## src/rtl/vram_writer.sv

```systemverilog
// vram_writer: command FIFO feeding VIDEORAM writes.
// WRITE, FILL and FILL_ROW expand into one word per cycle.
module vram_writer #(
  parameter int ADDR_W     = 4,
  parameter int DATA_W     = 6,
  parameter int RAM_W      = 8,
  parameter int FIFO_DEPTH = 4,
  parameter int ROW_LEN    = 4
) (
  input  logic              CLK,
  input  logic              RST,
  input  logic              CMD_VALID,
  output logic              CMD_READY,
  input  logic [1:0]        CMD_OP,
  input  logic [ADDR_W-1:0] CMD_ADDR,
  input  logic [DATA_W-1:0] CMD_DATA,
  output logic [ADDR_W-1:0] RAM_WADDR,
  output logic [RAM_W-1:0]  RAM_WDATA,
  output logic              RAM_WEN,
  output logic              BUSY,
  output logic              ERR
);

  localparam int PW = $clog2(FIFO_DEPTH);
  localparam int CW = 2 + ADDR_W + DATA_W;

  localparam logic [0:0] S_IDLE = 1'b0;
  localparam logic [0:0] S_EXEC = 1'b1;

  localparam logic [ADDR_W-1:0] ROW_MSK =
    ADDR_W'(ROW_LEN - 1);
  localparam logic [PW:0] FULL_CNT =
    (PW + 1)'(FIFO_DEPTH);

  logic [CW-1:0]     mem [FIFO_DEPTH];
  logic [PW-1:0]     wptr;
  logic [PW-1:0]     rptr;
  logic [PW:0]       count;
  logic [0:0]        state;
  logic [ADDR_W-1:0] last;

  logic              full;
  logic              empty;
  logic              push;
  logic              pop;
  logic              free;
  logic [1:0]        hd_op;
  logic [ADDR_W-1:0] hd_addr;
  logic [DATA_W-1:0] hd_data;
  logic [RAM_W-1:0]  hd_ext;

  assign full  = (count == FULL_CNT);
  assign empty = (count == '0);
  assign push  = CMD_VALID && !full;

  // Free once the word on the bus is the command's last one.
  assign free = (state == S_IDLE) || (RAM_WADDR == last);
  assign pop  = free && !empty;

  assign {hd_op, hd_addr, hd_data} = mem[rptr];
  assign hd_ext = RAM_W'(hd_data);

  assign CMD_READY = !full;
  assign BUSY      = !empty || (state == S_EXEC);

  // FIFO storage; only written on an accepted push.
  always_ff @(posedge CLK) begin
    if (push) mem[wptr] <= {CMD_OP, CMD_ADDR, CMD_DATA};
  end

  // FIFO pointers and occupancy.
  always_ff @(posedge CLK) begin
    if (RST) begin
      wptr  <= '0;
      rptr  <= '0;
      count <= '0;
    end else begin
      if (push) wptr <= wptr + 1'b1;
      if (pop)  rptr <= rptr + 1'b1;
      case ({push, pop})
        2'b10:   count <= count + 1'b1;
        2'b01:   count <= count - 1'b1;
        default: count <= count;
      endcase
    end
  end

  // Command execution: load on pop, then step the address.
  always_ff @(posedge CLK) begin
    if (RST) begin
      state     <= S_IDLE;
      last      <= '0;
      RAM_WADDR <= '0;
      RAM_WDATA <= '0;
      RAM_WEN   <= 1'b0;
      ERR       <= 1'b0;
    end else if (pop) begin
      unique case (1'b1)
        (hd_op == 2'b00): begin
          state     <= S_EXEC;
          RAM_WEN   <= 1'b1;
          RAM_WADDR <= hd_addr;
          last      <= hd_addr;
          RAM_WDATA <= hd_ext;
        end
        (hd_op == 2'b01): begin
          state     <= S_EXEC;
          RAM_WEN   <= 1'b1;
          RAM_WADDR <= '0;
          last      <= '1;
          RAM_WDATA <= hd_ext;
        end
        (hd_op == 2'b10): begin
          state     <= S_EXEC;
          RAM_WEN   <= 1'b1;
          RAM_WADDR <= hd_addr & ~ROW_MSK;
          last      <= hd_addr | ROW_MSK;
          RAM_WDATA <= hd_ext;
        end
        default: begin
          state   <= S_IDLE;
          RAM_WEN <= 1'b0;
          ERR     <= 1'b1;
        end
      endcase
    end else if (free) begin
      state   <= S_IDLE;
      RAM_WEN <= 1'b0;
    end else begin
      RAM_WADDR <= RAM_WADDR + 1'b1;
    end
  end

endmodule

```

## config.mk

```make
export PLATFORM = sky130hd
export DESIGN_NAME = vram_writer
export DESIGN_NICKNAME = d
export VERILOG_FILES = /design/src/rtl/vram_writer.sv
export SDC_FILE = /design/constraint.sdc
export NUM_CORES = 1
export LEC_CHECK = 0
export BUFFER_PORTS_ARGS = -buffer_cell sky130_fd_sc_hd__buf_2
export CAP_MARGIN = 20
export CORE_MARGIN = 5
export CORE_UTILIZATION = 58
export DETAILED_ROUTE_END_ITERATION = 7
export HOLD_SLACK_MARGIN = 0.12
export PLACE_DENSITY = 0.91
export SYNTH_ARGS = -nofsm -noshare
export SYNTH_HDL_FRONTEND = slang
export SYNTH_SLANG_ARGS = --single-unit
```

## constraint.sdc

```tcl
create_clock -name CLK -period 3.45 [get_ports CLK]
set_clock_uncertainty 0.05 [all_clocks]
set_input_delay 0.5175 -clock CLK [delete_from_list [all_inputs] [get_ports CLK]]
set_output_delay 0.5175 -clock CLK [all_outputs]
set_load 0.005 [all_outputs]
```

==> results.py, run 1 <==
metrics = {
    "cells_and_area": {
        "drive_gt1_frac": 0.273,
        "seqCellArea_mm2": 0.00194,
        "layout_common_cells": "48 x edfxtp_1, 28 x buf_2, 25 x dfxtp_1",
        "nets": 266,
        "final_util": 0.677,
        "multi_input_area_um2": 993,
        "final_common_cell": "edfxtp_1",
        "syn_to_final_growth_pct": 13.6,
        "diodes": 0,
        "num-fill-cells": 363,
    },
    "global_route": {
        "grt_pass1_vias": 1735,
        "gr-total-overflow": 0,
        "grt_max_degree": 27,
        "grtUsageTotal": 0.178,
        "antenna_found_initial": 0,
        "grt_pass1_wl_mm": 8.54,
    },
    "sta": {
        "slew_violations": 0,
        "fin_crit_sh": 0.746,
        "tightest_slew_ps": 668,
        "slew_headroom": 0.555,
        "grt_setup_unrepaired": "no",
        "fin_ws_ps": 876,
        "setup_viol": 0,
        "hold_violations": 0,
        "whs_ps": 343,
        "finalSetupTns_ps": 0,
        "fmax_ghz": 0.389,
        "layout_min_cycle_time_ps": 2570,
    },
    "pwr": {
        "p_int_mw": 1.91,
        "pwr-share-seq": 0.434,
        "pwr-share-comb": 0.328,
        "clock_power_share": 0.238,
        "p_leak_nw": 1.30,
        "power.switching_mw": 0.915,
        "pwr_density_cell_mw_per_mm2": 824,
        "totalPowerFinal_mw": 2.83,
        "swShare": 0.323,
        "peakVddDrop_mv": 0.527,
    },
    "placement": {
        "gp_congestion": 0.801,
        "portBuffers": 28,
        "dpl.hpwl_mm": 3.46,
        "dp_slack_ps": 881,
    },
    "cts": {
        "numCtsBuffers": 9,
        "cts_tree": "yes",
        "clockBufferDepth": 2,
        "clkTransAtPathRegs_ps": 80,
        "cts_hold_buf": 0,
        "postCtsSetupRepairBufs": 0,
        "clk-insertion-delay-late_ps": 330,
        "cts_num_sinks": 73,
        "htree_levels": 3,
        "cts_resized": 0,
        "root_buffer": "clkbuf_8",
    },
    "setup_path": {
        "critPathLaunch": "RAM_WADDR[0]$_SDFFE_PP0P_",
        "cp-start-kind": "flop",
        "r2r-start": "RAM_WADDR[0]$_SDFFE_PP0P_",
        "critical-path-slowest-cell": "dfxtp_1",
        "r2r_cells": 10,
        "arrival_ps": 2780,
        "required_ps": 3660,
        "crit_fanout": 7,
        "endpoint": "count[2]$_SDFFE_PP0P_",
        "r2r_slack_ps": 880,
        "crit_chain": "xor2_1 > o41ai_2 > nor2b_1 > buf_4 > ha_1 > inv_1 > fa_1 > xor2_1 > or3_1 > a21oi_1",
        "slowest_delay_ps": 420,
        "critPathCaptureType": "flop",
        "critPathKind": "flop to flop",
        "reg2reg_to": "count[2]$_SDFFE_PP0P_",
        "cpMostUsedCell": "xor2_1",
    },
    "die": {
        "placementRows": 26,
        "initial_core_util": 0.596,
        "io_pins": 31,
        "die-area_mm2": 0.00676,
        "fp.coreArea_mm2": 0.00507,
        "fp.dieW_um": 82.2,
        "die_h_um": 82.2,
    },
    "synthesis": {
        "ys_async_sr_fraction": 0,
        "netlist.area_leader.share": 0.477,
        "yosys_warnings": 0,
        "netlist_area_mm2": 0.00302,
        "seq_area_frac_synth": 0.642,
        "yosys-top-cells-area": "edfxtp_1 48%, dfxtp_1 17%, mux4_2 8.9%, ha_1 4.1%, nor2_1 2.7%",
        "synth_edf_count": 48,
        "syn_area_per_cell_um2": 14.7,
        "synthCells": 206,
        "yosysUniqueCellTypes": 40,
        "yosys.area.top_type": "edfxtp_1",
        "synth_seq_cells": 73,
        "synthFlopType": "edfxtp_1",
    },
    "drt": {
        "route.detailed.drc": 0,
        "routedWlPerCell_um": 16.4,
        "ant_nets": 0,
        "viasPerCell": 5.32,
        "num_vias": 1676,
        "drt_iter0_markers": 76,
        "drt-total-wl_mm": 5.17,
        "drt_first_pass_iters": 5,
    },
    "run": {
        "drv_cap": 0,
    },
    "run_status": {
        "status": "finished, final reports clean",
    },
    "min_path": {
        "hp-start": "CMD_DATA[1]",
        "hold_class": "input pin to flop",
    },
}
cell families (layout without fill, tap and decap cells):
| kind of cell | count (synthesis) | count (layout) | share of synthesized area |
|---|---|---|---|
| compound gates | 23 | 23 | 0.0559 |
| flops | 73 | 73 | 0.642 |
| simple gates | 51 | 51 | 0.0861 |
| mux | 19 | 19 | 0.113 |
| buf+inv | 20 | 58 | 0.0306 |
| other cells | 1 | 2 | 0.00124 |
| xor+xnor | 8 | 8 | 0.0232 |
| fa+ha+maj | 11 | 11 | 0.0480 |
per-layer routing:
layer	track usage	part of all wire	up-vias
met2	0.296	0.51	33
met5	0	0	-
met4	0.0648	0.011	0
met1	0.223	0.43	824
li1	-	-	814
met3	0.0499	0.047	5
power groups by stage:
stage               combinational, mW  clock [mW]  sequential, mW
floorplan                       0.716           0            1.21
global placement                0.906           0            1.24
detailed placement              0.928           0            1.25
CTS                             0.935       0.688            1.23
global route                     1.04       0.733            1.25
finish                          0.927       0.674            1.23
worst min-delay path by stage:
stage                           end  slack (ps)  cells past startpoint
5_1_grt        mem[3][11]$_DFFE_PP_         330                      1
3_3_place_gp       ERR$_SDFFE_PP0P_         420                      2
6_report        mem[1][1]$_DFFE_PP_         340                      1
4_1_cts         mem[0][2]$_DFFE_PP_         330                      1
3_5_place_dp       ERR$_SDFFE_PP0P_         430                      2
2_1_floorplan      ERR$_SDFFE_PP0P_         410                      2
stage by stage:
| stage | std cells | cell area, µm² |
|---|---|---|
| floorplan | 207 | 3030 |
| global placement | 299 | 3230 |
| detailed placement | 299 | 3230 |
| CTS | 315 | 3440 |
| global route | 315 | 3440 |
| finish | 315 | 3440 |
synth_stat cells, types with 2 or more instances:
cell type,instances
edfxtp_1,48
a211oi_2,3
mux4_2,12
clkbuf_1,4
nand2b_1,5
nor3_1,2
inv_2,3
buf_2,2
dfxtp_1,25
buf_4,2
and3_1,4
xnor2_1,2
nand2_1,4
mux2i_1,6
ha_1,10
nor2b_1,3
and2_1,3
nor2_1,22
a21oi_1,11
inv_1,7
xor2_1,6
nand3_1,4
critical path: cells and delay by family (launching register included):
family / cells / cell delay (ps)
adders and majority gates: 2 / 560
xor gates and xnor gates: 2 / 260
and+or+nand+nor: 2 / 470
AOI/OAI and AO/OA: 2 / 510
buffers and inverters: 2 / 220
DFF: 1 / 420
registers in the layout (all words and copies together), names as in the netlist, named ones only:
signal	count
mem	48
RAM_WDATA	6
RAM_WADDR	4
last	4
count	3
rptr	2
wptr	2
ERR	1
state	1
area by class of cell:
type,count,area share
clock buffer,11,0.0441
tap,70,0.0255
clock inverter,5,0.0157
timing repair buffer,32,0.0495
inverter,10,0.0109
multi-input combinational,114,0.289
sequential,73,0.565
(Power assumes the default switching activity.)
==> run 2, diff against run 1 <==
Settings changed: CORE_UTILIZATION 58 to 52, PLACE_DENSITY 0.91 to 0.87.
Clock period 3.45 ns to 2.2 ns, I/O delays scaled along.
==> results.py, run 2 (synthesized netlist as in run 1, its figures left out) <==
metrics = {
    "cells_and_area": {
        "largest_register_ffs": 48,
        "drive_gt1_frac": 0.382,
        "diodes": 0,
        "syn_to_final_growth_pct": 19.9,
        "final_common_cell": "edfxtp_1",
        "nets": 288,
        "layout_common_cells": "48 x edfxtp_1, 28 x buf_2, 25 x buf_4",
        "num-fill-cells": 410,
        "regMostFlops": "mem",
        "largest_registers": "mem (48), RAM_WDATA (6)",
    },
    "pwr": {
        "clock_power_share": 0.199,
        "swShare": 0.341,
        "pwr_density_cell_mw_per_mm2": 1290,
        "pwr-share-seq": 0.405,
        "p_leak_nw": 1.40,
        "power.switching_mw": 1.60,
        "pwr-share-comb": 0.397,
        "peakVddDrop_mv": 0.743,
        "p_int_mw": 3.09,
    },
    "global_route": {
        "grtUsageTotal": 0.162,
        "grt_pass1_vias": 1833,
        "gr-total-overflow": 0,
        "grt_max_degree": 15,
        "grt_pass1_wl_mm": 9.02,
        "antenna_found_initial": 0,
    },
    "drt": {
        "routed.top_layer": "met4",
        "routedWlPerCell_um": 16.7,
        "m1WireLength_mm": 2.42,
        "viasPerCell": 5.37,
        "wl_met2_mm": 2.85,
        "ant_nets": 0,
        "drt_first_pass_iters": 4,
        "drt_iter0_markers": 99,
        "route.met3.wl_um": 303,
        "drt-total-wl_mm": 5.67,
        "route.detailed.drc": 0,
        "num_vias": 1819,
    },
    "sta": {
        "fin_ws_ps": -84.5,
        "setup_viol": 1,
        "fmax_ghz": 0.438,
        "finalSetupTns_ps": -84.5,
        "slew_violations": 0,
        "whs_ps": 146,
        "layout_min_cycle_time_ps": 2280,
        "grt_setup_unrepaired": "yes",
        "fin_crit_sh": 1.04,
        "hold_violations": 0,
    },
    "die": {
        "die_h_um": 86.3,
        "placementRows": 27,
        "io_pins": 31,
        "initial_core_util": 0.543,
        "fp.coreArea_mm2": 0.00557,
        "die-area_mm2": 0.00744,
        "fp.dieW_um": 86.3,
    },
    "cts": {
        "htree_levels": 3,
        "cts_num_sinks": 73,
        "clkTransAtPathRegs_ps": 80,
        "numCtsBuffers": 9,
        "cts_tree": "yes",
        "clockBufferDepth": 2,
        "root_buffer": "clkbuf_8",
        "clk-insertion-delay-late_ps": 340,
    },
    "setup_path": {
        "critPathKind": "flop to flop",
        "slowest_delay_ps": 370,
        "cp-start-kind": "flop",
        "critPathCaptureType": "flop",
        "crit_chain": "xor2_1 > o41ai_2 > nor2b_4 > ha_4 > inv_2 > fa_2 > xor2_1 > or3_1 > a21oi_1",
        "critical-path-slowest-cell": "o41ai_2",
        "cpMostUsedCell": "xor2_1",
        "required_ps": 2430,
        "crit_fanout": 2,
        "arrival_ps": 2510,
    },
    "placement": {
        "gp_congestion": 0.791,
        "portBuffers": 28,
        "dpl.hpwl_mm": 3.74,
    },
    "min_path": {
        "hold_class": "input pin to flop",
    },
    "run": {
        "drv_cap": 0,
    },
    "run_status": {
        "violations": "setup timing",
        "status": "complete, but fails checks",
    },
}
## run 2: cell types whose count changed in the layout (fill, tap and decap cells not counted), moves of 2 or more
cell and change:
inv_2 +2, dfxtp_2 +5, inv_1 -2, inv_6 +3
dfxtp_1 -6, ha_1 -3, clkbuf_8 -2, ha_2 +2
buf_4 +21
## run 2: through the flow
| stage | instances | instance area (µm²) | total power, mW | util | worst slack (ps) |
|---|---|---|---|---|---|
| floorplan | 207 | 3060 | 3.08 | - | -123 |
| global placement | 319 | 3390 | 3.56 | 0.608 | -132 |
| detailed placement | 319 | 3390 | 3.64 | 0.608 | -188 |
| CTS | 336 | 3590 | 4.63 | 0.643 | -103 |
| global route | 339 | 3630 | 4.98 | 0.651 | -202 |
| finish | 339 | 3630 | 4.69 | 0.651 | -84.5 |
## run 2: metal layers
metal | global-route usage | vias up
met2 | 0.277 | 52
met5 | 0 | -
met1 | 0.194 | 894
li1 | - | 863
met4 | 0.0637 | 0
met3 | 0.0475 | 10
## run 2: repair_timing
item                                   4_1_cts  5_1_grt
hold buffers                                 0        1
gates resized for setup                      4        7
setup endpoints to repair                    4        4
endpoints found under the hold margin        0        4
setup buffers                                1        2
pin swaps                                    2        2
## run 2: power by group through the flow
stage	clock [mW]	combinational (mW)	sequential, mW
3_5_place_dp	0	1.72	1.91
4_1_cts	0.949	1.80	1.89
5_1_grt	1.02	2.04	1.93
3_3_place_gp	0	1.67	1.90
6_report	0.931	1.86	1.90
2_1_floorplan	0	1.17	1.90
## run 2: path summary, 6_finish.rpt
kind	start	end	slack, ps	cells past startpoint
max	last[3]$_SDFFE_PP0P_	count[2]$_SDFFE_PP0P_	-80	9
min	CMD_DATA[5]	mem[1][5]$_DFFE_PP_	150	1
max reg2reg	last[3]$_SDFFE_PP0P_	count[2]$_SDFFE_PP0P_	-80	9
min reg2reg	ERR$_SDFFE_PP0P_	ERR$_SDFFE_PP0P_	440	2
## run 2: worst max-delay path: cells and delay by family, from the launching register on
| family | cells | cell delay (ps) |
|---|---|---|
| xor gates and xnor gates | 2 | 310 |
| adders and majority gates | 2 | 470 |
| and+or+nand+nor | 2 | 540 |
| DFF | 1 | 330 |
| buffers and inverters | 1 | 30 |
| AOI/OAI and AO/OA | 2 | 490 |
## run 2: final cells by class
type                       count  area (µm²)  share of cell area
timing repair buffer          54         338              0.0932
multi-input combinational    114        1030               0.285
tap                           72        90.1              0.0248
clock buffer                   9         124              0.0342
sequential                    73        1950               0.538
inverter                      10        37.5              0.0104
clock inverter                 7        52.6              0.0145
==> run 3, diff against run 2 <==
Settings changed: CORE_UTILIZATION 52 to 55, CTS_BUF_LIST set to sky130_fd_sc_hd__clkbuf_4 sky130_fd_sc_hd__clkbuf_8, PLACE_DENSITY 0.87 to 0.9.
==> results.py, run 3 (synthesized netlist as in run 1, its figures left out) <==
metrics = {
    "placement": {
        "post_dp_cell_area_mm2": 0.00337,
        "gp_congestion": 0.839,
        "dpl.hpwl_mm": 3.64,
        "portBuffers": 28,
        "dp_slack_ps": -232,
    },
    "sta": {
        "fmax_ghz": 0.432,
        "setup_viol": 1,
        "fin_ws_ps": -116,
        "layout_min_cycle_time_ps": 2320,
        "grt_setup_unrepaired": "yes",
        "fin_crit_sh": 1.05,
        "slew_violations": 0,
        "slew_headroom": 0.647,
        "tightest_slew_ps": 530,
        "hold_violations": 0,
    },
    "pwr": {
        "pwr_density_cell_mw_per_mm2": 1310,
        "peakVddDrop_mv": 1.07,
        "p_leak_nw": 1.41,
    },
    "global_route": {
        "grt_pass1_vias": 1858,
        "grtUsageTotal": 0.168,
        "grt_max_degree": 27,
        "grt_pass1_wl_mm": 9.00,
        "gr-total-overflow": 0,
        "antenna_found_initial": 0,
    },
    "setup_path": {
        "cp-start-kind": "flop",
        "arrival_ps": 2540,
        "crit_chain": "xor2_1 > o41ai_2 > nor2b_4 > ha_4 > inv_2 > fa_2 > xor2_1 > or3_1 > a21oi_1",
        "critical-path-slowest-cell": "o41ai_2",
        "r2r_slack_ps": -120,
        "critPathCaptureType": "flop",
        "slowest_delay_ps": 370,
        "crit_fanout": 2,
        "cp_top_family": "simple AND/OR/NAND/NOR gates",
        "path_buf_inv": 1,
        "required_ps": 2430,
        "critPathKind": "flop to flop",
        "cpMostUsedCell": "xor2_1",
    },
    "cells_and_area": {
        "final_common_cell": "edfxtp_1",
        "largest_register_ffs": 48,
        "nets": 285,
        "stdcell_area_mm2": 0.00362,
        "syn_to_final_growth_pct": 19.7,
        "regMostFlops": "mem",
        "drive_gt1_frac": 0.371,
        "diodes": 0,
        "layout_common_cells": "48 x edfxtp_1, 28 x buf_2, 22 x nor2_1, 22 x buf_4, 19 x dfxtp_1",
        "largest_registers": "mem (48), RAM_WDATA (6)",
        "num-fill-cells": 386,
        "multi_input_area_mm2": 0.00102,
        "seqCellArea_mm2": 0.00195,
    },
    "run": {
        "drv_cap": 0,
    },
    "cts": {
        "cts_num_sinks": 73,
        "htree_levels": 3,
        "root_buffer": "clkbuf_8",
        "numCtsBuffers": 9,
        "clk-insertion-delay-late_ps": 350,
        "clkTransAtPathRegs_ps": 80,
        "cts_tree": "yes",
        "clockBufferDepth": 2,
    },
    "drt": {
        "drt_first_pass_iters": 4,
        "route.detailed.drc": 0,
        "drt-total-wl_mm": 5.38,
        "ant_nets": 0,
        "routedWlPerCell_um": 16.0,
        "drt_iter0_markers": 87,
        "viasPerCell": 5.23,
        "num_vias": 1757,
    },
    "run_status": {
        "status": "complete, but fails checks",
        "violations": "setup timing",
    },
    "die": {
        "die_h_um": 84.2,
        "fp.dieW_um": 84.2,
        "die-area_mm2": 0.00708,
        "io_pins": 31,
        "initial_core_util": 0.556,
        "fp.coreArea_mm2": 0.00544,
        "placementRows": 27,
    },
    "min_path": {
        "hold_class": "input pin to flop",
    },
}
-- run 3: path summary, 6_finish.rpt --
path / from / to / cells past startpoint
max: last[3]$_SDFFE_PP0P_ / count[2]$_SDFFE_PP0P_ / 9
min: CMD_DATA[4] / mem[0][4]$_DFFE_PP_ / 1
max reg2reg: last[3]$_SDFFE_PP0P_ / count[2]$_SDFFE_PP0P_ / 9
min reg2reg: RAM_WDATA[2]$_SDFFE_PP0P_ / RAM_WDATA[2]$_SDFFE_PP0P_ / 2
-- run 3: timing repair --
item,in CTS,in global routing
hold buffers,0,0
setup buffers,3,1
endpoints found under the setup margin,2,5
resized for setup,3,5
pin swaps,3,1
-- run 3: power by group --
part,leakage (nW),total [mW],internal [mW],switching [mW]
Combinational,0.661,1.80,0.902,0.900
Sequential,0.648,1.88,1.74,0.137
Clock,0.0965,1.04,0.556,0.489
-- run 3: worst reg2reg max path, cell delays in order (launching register included) --
cell     delay [ps]
dfxtp_2         330
xor2_1          160
o41ai_2         370
nor2b_4         230
ha_4            150
inv_2            30
fa_2            320
xor2_1          150
or3_1           310
a21oi_1         150
-- run 3: cell type report --
type	instances	share of cell area
flip-flops and latches	73	0.539
multi-input cells	114	0.282
repair buffers	51	0.0875
clock buffers	10	0.0380
well taps	72	0.0249
clock inverters	6	0.0183
inverters	10	0.0104
-- run 3: per-stage QoR --
step | power (mW) | setup TNS (ps) | hold slack [ps] | util | instances
2_1_floorplan | 3.08 | -123 | 379 | - | 207
3_3_place_gp | 3.54 | -170 | 427 | 0.619 | 316
3_5_place_dp | 3.62 | -321 | 434 | 0.619 | 316
4_1_cts | 4.73 | -132 | 125 | 0.662 | 335
5_1_grt | 5.04 | -265 | 122 | 0.666 | 336
6_report | 4.73 | -116 | 143 | 0.666 | 336
-- run 3: per-layer routing --
layer	part of all wire	vias to the layer above	track usage	wire [µm]
met5	0	-	0	0
met4	0.011	0	0.0526	60
met3	0.066	9	0.0736	357
met2	0.50	43	0.272	2690
met1	0.42	851	0.202	2270
li1	-	854	-	-
